--- src/rtl/div_issue.sv ---
`default_nettype none
// ============================================================================
// Module   : div_issue
// Brief    : Issue/writeback sequencer for a multi-cycle 64-bit divider core.
//            Define DIV_FASTPATH_EN to resolve divide-by-zero and signed
//            overflow in one cycle without the core.
// Revision : 1.0 - initial release
// ============================================================================
module div_issue (
    input  logic        clk,
    input  logic        rst,
    input  logic        in_valid,
    output logic        in_ready,
    input  logic [1:0]  op,
    input  logic        word,
    input  logic [63:0] src1,
    input  logic [63:0] src2,
    input  logic [4:0]  tag,
    input  logic        flush,
    output logic        div_valid,
    output logic        div_sign,
    output logic [63:0] div_x,
    output logic [63:0] div_y,
    input  logic [63:0] div_result,
    input  logic [63:0] div_rem,
    input  logic        div_finish,
    output logic        out_valid,
    input  logic        out_ready,
    output logic [63:0] out_data,
    output logic [4:0]  out_tag
);

    localparam logic [2:0] S_IDLE  = 3'd0;
`ifdef DIV_FASTPATH_EN
    localparam logic [2:0] S_FAST  = 3'd1;
`endif
    localparam logic [2:0] S_ISSUE = 3'd2;
    localparam logic [2:0] S_WAIT  = 3'd3;
    localparam logic [2:0] S_HOLD  = 3'd4;
    localparam logic [2:0] S_DRAIN = 3'd5;

    logic [2:0]  r_state;
    logic        r_is_rem;
    logic        r_word;
    logic        r_sign;
    logic [4:0]  r_tag;
    logic [63:0] r_x;
    logic [63:0] r_y;
    logic [63:0] r_data;

    logic        w_signed;
    logic        w_accept;
    logic [63:0] w_x;
    logic [63:0] w_y;
    logic [63:0] w_core_res;

    // Word results are always sign-extended from bit 31, even for unsigned ops.
    function automatic logic [63:0] wb_fmt(input logic [63:0] val, input logic is_word);
        return is_word ? {{32{val[31]}}, val[31:0]} : val;
    endfunction

    assign w_signed = ~op[0];
    assign w_accept = in_valid && in_ready && !flush;

    always_comb begin
        w_x = src1;
        w_y = src2;
        if (word) begin
            w_x = w_signed ? {{32{src1[31]}}, src1[31:0]} : {32'd0, src1[31:0]};
            w_y = w_signed ? {{32{src2[31]}}, src2[31:0]} : {32'd0, src2[31:0]};
        end
    end

    assign w_core_res = wb_fmt(r_is_rem ? div_rem : div_result, r_word);

`ifdef DIV_FASTPATH_EN
    logic        w_fast;
    logic [63:0] w_min;
    logic [63:0] w_fast_res;

    assign w_min  = word ? 64'hFFFF_FFFF_8000_0000 : 64'h8000_0000_0000_0000;
    assign w_fast = (w_y == 64'd0) || (w_signed && (w_x == w_min) && (w_y == {64{1'b1}}));
    // Zero divisor: q = all ones, r = dividend. Overflow: q = dividend, r = 0.
    assign w_fast_res = wb_fmt((r_y == 64'd0) ? (r_is_rem ? r_x : {64{1'b1}})
                                              : (r_is_rem ? 64'd0 : r_x), r_word);
`endif

    always_ff @(posedge clk) begin
        if (rst) begin
            r_state  <= S_IDLE;
            r_is_rem <= 1'b0;
            r_word   <= 1'b0;
            r_sign   <= 1'b0;
            r_tag    <= 5'd0;
            r_x      <= 64'd0;
            r_y      <= 64'd0;
            r_data   <= 64'd0;
        end else begin
            case (r_state)
                S_IDLE: begin
                    if (w_accept) begin
                        r_is_rem <= op[1];
                        r_word   <= word;
                        r_sign   <= w_signed;
                        r_tag    <= tag;
                        r_x      <= w_x;
                        r_y      <= w_y;
`ifdef DIV_FASTPATH_EN
                        r_state  <= w_fast ? S_FAST : S_ISSUE;
`else
                        r_state  <= S_ISSUE;
`endif
                    end
                end
`ifdef DIV_FASTPATH_EN
                S_FAST: begin
                    if (flush) begin
                        r_state <= S_IDLE;
                    end else begin
                        r_data  <= w_fast_res;
                        r_state <= S_HOLD;
                    end
                end
`endif
                S_ISSUE: r_state <= flush ? S_DRAIN : S_WAIT;
                S_WAIT: begin
                    // A finish coinciding with flush completes the core, so nothing is left to drain.
                    if (div_finish) begin
                        if (flush) begin
                            r_state <= S_IDLE;
                        end else begin
                            r_data  <= w_core_res;
                            r_state <= S_HOLD;
                        end
                    end else if (flush) begin
                        r_state <= S_DRAIN;
                    end
                end
                S_HOLD: begin
                    if (flush || out_ready) begin
                        r_state <= S_IDLE;
                    end
                end
                S_DRAIN: begin
                    if (div_finish) begin
                        r_state <= S_IDLE;
                    end
                end
                default: r_state <= S_IDLE;
            endcase
        end
    end

    assign in_ready  = !rst && (r_state == S_IDLE);
    assign div_valid = (r_state == S_ISSUE);
    assign div_sign  = r_sign;
    assign div_x     = r_x;
    assign div_y     = r_y;
    assign out_valid = (r_state == S_HOLD);
    assign out_data  = r_data;
    assign out_tag   = r_tag;

endmodule
`default_nettype wire

--- config.mk ---
export PLATFORM = sky130hd
export DESIGN_NAME = div_issue
export DESIGN_NICKNAME = d
export VERILOG_FILES = /design/src/rtl/div_issue.sv
export SDC_FILE = /design/constraint.sdc
export NUM_CORES = 1
export LEC_CHECK = 0
export CAP_MARGIN = 20
export CORE_AREA = 2 2 185 187
export DETAILED_ROUTE_END_ITERATION = 10
export DIE_AREA = 0 0 187 189
export HOLD_SLACK_MARGIN = 0.05
export SETUP_SLACK_MARGIN = 0.1
export SYNTH_ARGS = -nofsm -noshare
export SYNTH_HDL_FRONTEND = slang
export SYNTH_SLANG_ARGS = --single-unit
export TNS_END_PERCENT = 20
--- constraint.sdc ---
create_clock -name clk -period 1.6 [get_ports clk]
set_input_delay 0.32 -clock clk [delete_from_list [all_inputs] [get_ports clk]]
set_output_delay 0.32 -clock clk [all_outputs]
set_load 0.01 [all_outputs]
# Word-level counts from Yosys, hierarchy flattened
# Cells that the tools add are included.
[totals]
regBits = 203
output_inout_bits = 201
input_bits = 270
elab_cells = 42
[classes]
muxes = 14
n_reduce_logical = 10
n_eq_ne = 8
n_bitwise = 2
[op_table]
columns = ["operator", "n"]
rows = [
  ["2-to-1 mux 64 bit", 6],
  ["2-to-1 mux 3 bit", 7],
  ["one-hot mux 3 bit (5 select lines)", 1],
  ["equality test 3 x 2 -> 1 bit (second input constant)", 2],
  ["equality test 3 bit (second input constant)", 2],
  ["inequality test 2 bit (second input constant)", 2],
  ["AND reduction 4 bit", 1],
  ["logical AND 1 bit", 3],
  ["logical NOT 3 bit", 1],
  ["inequality test 3 bit (second input constant)", 1],
  ["AND reduction 3 bit", 1],
  ["logical NOT 1 bit", 2],
  ["inequality test 2 x 1 -> 1 bit (second input constant)", 1],
  ["inverter 1 bit", 2],
  ["AND reduction 2 bit", 1],
  ["logical OR 1 bit", 1],
]

# Depth between registers and ports, before layout
[depth]
ltp_word = 6
depth_mapped = 8

# Worst setup path before layout
# No wires, ideal clock.
[synth_path]
path_kind = "input to output"
from = "in rst"
to = "out in_ready"
setup_slack_ns = 0.073
cell_stages = 4
t_arrival_ns = 1.207
cell_sequence = "buf_2 > clkbuf_1 > buf_1 > nor4_1"
[synth_via]
elab_chain_cells = 2
[synth_rtl]
columns = ["item", "line", "source"]
rows = [
  ["start: declaration", "11", "input logic rst,"],
  ["logical NOT 1 bit", "154", "assign in_ready = !rst && (r_state == S_IDLE);"],
  ["logical AND 1 bit", "154", ""],
  ["end: declaration", "13", "output logic in_ready,"],
]
# Every way passes these cells.

# Worst setup path in the final report
[layout_path]
from = "reg r_state[2]"
to = "out out_valid"
[layout_via]
elab_chain_cells = 1
[layout_rtl]
columns = ["item", "line", "source"]
rows = [
  ["start: declaration", "42", "logic [2:0] r_state;"],
  ["start signal: assignment", "125", "S_ISSUE: r_state <= flush ? S_DRAIN : S_WAIT;"],
  ["equality test 3 bit", "159", "assign out_valid = (r_state == S_HOLD);"],
  ["end: declaration", "27", "output logic out_valid,"],
]
# Every way passes these cells.

==> impl_metrics.json <==
{
  "status": "finished with violations",
  "violations": "setup timing",
  "timing.critical_path.to_type": "output pin",
  "powerDensity_mw_per_mm2": 867,
  "worst_slew_pin_slew_ps": 514,
  "die-height_microns": 189,
  "maximum_number_of_pins_on_one_net_before_global_route_repair": 128,
  "antenna_violating_nets_post_route": 0,
  "clockRootBuffer": "sky130_fd_sc_hd__clkbuf_16",
  "fraction_of_the_cycle_the_final_worst_path_needs": 1.05,
  "initial_utilization": 0.259,
  "post_place_cells": 1844,
  "flip_flop_and_latch_count_after_synthesis": 203,
  "syn-num-nets": 1230,
  "postCtsHoldBufs": 0,
  "grt_pass1_wl_mm": 51.0,
  "worst_setup_hold_path_clk_slew_ps": 60,
  "lkg_pwr_nw": 6.18,
  "share_of_layout_cells_above_drive_strength_1": 0.184,
  "final_cell_count_no_fill": 1910,
  "cp-start-kind": "register",
  "design.core.area_sq_mm": 0.0333,
  "layout.area.seq_sq_mm": 0.00408,
  "placementRows": 67,
  "synth_enable_flop_cells": 0,
  "final_max_slew_viol_count": 0,
  "initial_antenna_violation_count": 4,
  "detail_route.vias_per_cell": 4.58,
  "post_synth_inst_count": 960,
  "die_width_microns": 187,
  "route.vias.total": 8757,
  "hold_slack_ps": 264,
  "cts_htree_levels": 1,
  "criticalPathCategory": "register to output pin",
  "ys_seq_area_frac": 0.472,
  "syn_avg_cell_area_sq_um": 8.97,
  "post-synth-top-area-cell": "sky130_fd_sc_hd__dfxtp_1",
  "cts.path.max_buffers": 3,
  "drc": 0,
  "min-delay-path-class": "input pin to register",
  "ios": 471,
  "post_dp_cell_area_sq_mm": 0.0141,
  "final_period_minus_worst_setup_slack_ps": 1680,
  "netlist_area_sq_mm": 0.00861,
  "worstPathArrival_ps": 1360,
  "slew-limit-headroom": 0.657,
  "finalClockSkew_ps": 11.6,
  "synth_ff_type": "sky130_fd_sc_hd__dfxtp_1",
  "nNetsFinal": 1710,
  "setup-tns-final_ps": -185,
  "synth_top_cells_by_area": "sky130_fd_sc_hd__dfxtp_1, sky130_fd_sc_hd__nand3b_1, sky130_fd_sc_hd__mux2i_1",
  "port-buffer-count": 470,
  "async_reset_ff_frac": 0,
  "fmax_mhz": 596,
  "worst_ep_required_time_ps": 1280,
  "synth.distinct_cells": 35,
  "yosys.area.top_type_share": 0.472,
  "postLayoutSetupSlackWorst_ps": -78.1,
  "detail_route.wl_per_cell_microns": 18.1,
  "multiInputGateArea_sq_mm": 0.00431,
  "nFillCells": 3288,
  "finalWirelength_mm": 34.6,
  "drt-initial-drc-count": 223,
  "cts_num_sinks": 203,
  "tritoncts": "done",
  "clock_latency_on_the_worst_skew_pair_ps": 530,
  "finish.instance_area_sq_mm": 0.0152,
  "grt_setup_unrepaired": "yes",
  "hpwlAfterDp_mm": 24.6,
  "peak_supply_drop_mv": 0.788,
  "area.growth.synth_to_final_pct": 76.8,
  "via_count_of_the_first_global_routing_pass": 8898,
  "dr.pass1.iters": 5,
  "cts_made_buffers": 24,
  "timing_hold_violations_final": 0,
  "yosysWarningCount": 0,
  "floorplan.die_area_sq_mm": 0.0353,
  "crit_path_max_fanout": 7,
  "gr-usage-all-layers": 0.182,
  "setup_violations": 4,
  "max_cap_viol_count": 0,
  "globalRouteOverflowTotal": 0,
  "globalplace.congestion": 0.848
}
per-layer routing:
| metal | GRT usage | vias to the layer above | part of all wire |
|---|---|---|---|
| met5 | 0 | - | 0 |
| met4 | 0.0568 | 0 | 0.023 |
| met3 | 0.0749 | 43 | 0.097 |
| met2 | 0.322 | 342 | 0.50 |
| met1 | 0.197 | 4071 | 0.38 |
| li1 | - | 4301 | - |
final timing paths:
kind / startpoint / depth (start not counted) / slack, ps / endpoint
hold reg to reg: div_x[0]$_SDFFE_PP0P_ / 2 / 470 / div_x[0]$_SDFFE_PP0P_
setup / recovery: r_state[2]$_SDFFE_PP0P_ / 3 / -80 / out_valid
setup reg to reg: r_state[2]$_SDFFE_PP0P_ / 7 / -10 / div_y[63]$_SDFFE_PP0P_
hold / removal: rst / 5 / 260 / r_state[1]$_SDFFE_PP0P_
registers in the layout (all words and copies together) (netlist names):
name and count:
r_word 1, out_data 64, r_is_rem 1, r_state 3
out_tag 5, div_y 64, div_sign 1, div_x 64
critical path, cell delays in order (launching register included):
cell	delay, ps
sky130_fd_sc_hd__dfxtp_4	360
sky130_fd_sc_hd__buf_6	130
sky130_fd_sc_hd__nor3b_4	180
sky130_fd_sc_hd__buf_2	170
kinds of logic after synthesis:
family / synth area share
AND/OR/NAND/NOR: 0.225
AO/OA/AOI/OAI: 0.170
flip-flops: 0.472
buffers and inverters: 0.0580
multiplexers: 0.0759
synthesized netlist by cell type (2+ instances only):
master                       n
sky130_fd_sc_hd__nand2_1   142
sky130_fd_sc_hd__nor3b_2     2
sky130_fd_sc_hd__dfxtp_1   203
sky130_fd_sc_hd__o21ai_1    10
sky130_fd_sc_hd__nand2b_1    2
sky130_fd_sc_hd__o21ai_0    23
sky130_fd_sc_hd__nand3b_1  102
sky130_fd_sc_hd__a211oi_2   45
sky130_fd_sc_hd__buf_4      20
sky130_fd_sc_hd__nor3_1      2
sky130_fd_sc_hd__nor2_1    131
sky130_fd_sc_hd__mux2i_1    63
sky130_fd_sc_hd__buf_6       5
sky130_fd_sc_hd__buf_2      24
sky130_fd_sc_hd__o22ai_1    31
sky130_fd_sc_hd__clkbuf_1   42
sky130_fd_sc_hd__a21oi_1    67
sky130_fd_sc_hd__a211oi_1   24
sky130_fd_sc_hd__nand3_1     2
sky130_fd_sc_hd__nor3b_1     3
sky130_fd_sc_hd__inv_1       3
layout by cell type (no fill, tap or decap), types with 7 or more instances in the layout:
cell,netlist,layout
sky130_fd_sc_hd__buf_2,24,10
sky130_fd_sc_hd__buf_12,0,18
sky130_fd_sc_hd__nand2_1,142,142
sky130_fd_sc_hd__o22ai_1,31,17
sky130_fd_sc_hd__clkbuf_2,0,29
sky130_fd_sc_hd__dlygate4sd2_1,0,73
sky130_fd_sc_hd__clkdlybuf4s15_2,0,15
sky130_fd_sc_hd__mux2i_1,63,62
sky130_fd_sc_hd__clkdlybuf4s50_1,0,268
sky130_fd_sc_hd__o21ai_0,23,23
sky130_fd_sc_hd__nor2_1,131,123
sky130_fd_sc_hd__o21ai_1,10,10
sky130_fd_sc_hd__a211oi_1,24,17
sky130_fd_sc_hd__a211oi_2,45,52
sky130_fd_sc_hd__clkbuf_8,0,9
sky130_fd_sc_hd__o22ai_2,0,11
sky130_fd_sc_hd__dfxtp_1,203,198
sky130_fd_sc_hd__clkbuf_16,0,32
sky130_fd_sc_hd__nand3b_1,102,102
sky130_fd_sc_hd__buf_4,20,39
sky130_fd_sc_hd__buf_6,5,13
sky130_fd_sc_hd__clkdlybuf4s15_1,0,73
sky130_fd_sc_hd__a21oi_1,67,66
sky130_fd_sc_hd__nor2_2,0,7
stage by stage:
step / setup slack [ps] / util / power (W)
2_1_floorplan: 95.4 / - / 0.00628
3_3_place_gp: -242 / 0.424 / 0.00765
3_5_place_dp: -235 / 0.424 / 0.00766
4_1_cts: -94.9 / 0.445 / 0.0133
5_1_grt: -169 / 0.457 / 0.0138
6_report: -78.1 / 0.457 / 0.0132
where the power goes:
group          total [W]  internal (W)  switching, W
clock            0.00565       0.00343       0.00222
sequential       0.00536       0.00525      0.000110
combinational    0.00218       0.00125      0.000923
final cells by class:
class                           instances  share of cell area
Sequential cell                       203               0.268
Clock inverter                          7             0.00444
Inverter                                3            0.000740
Clock buffer                           37              0.0500
Multi-Input combinational cell        662               0.283
Timing Repair Buffer                  546               0.356
Tap cell                              448              0.0368
Antenna cell                            4            0.000658
timing repair:
item	CTS	global route
pin swaps	7	27
cloned	0	7
resized for setup	311	155
setup endpoints to repair	383	294
buffers inserted	1	10
(Power assumes the default switching activity.)
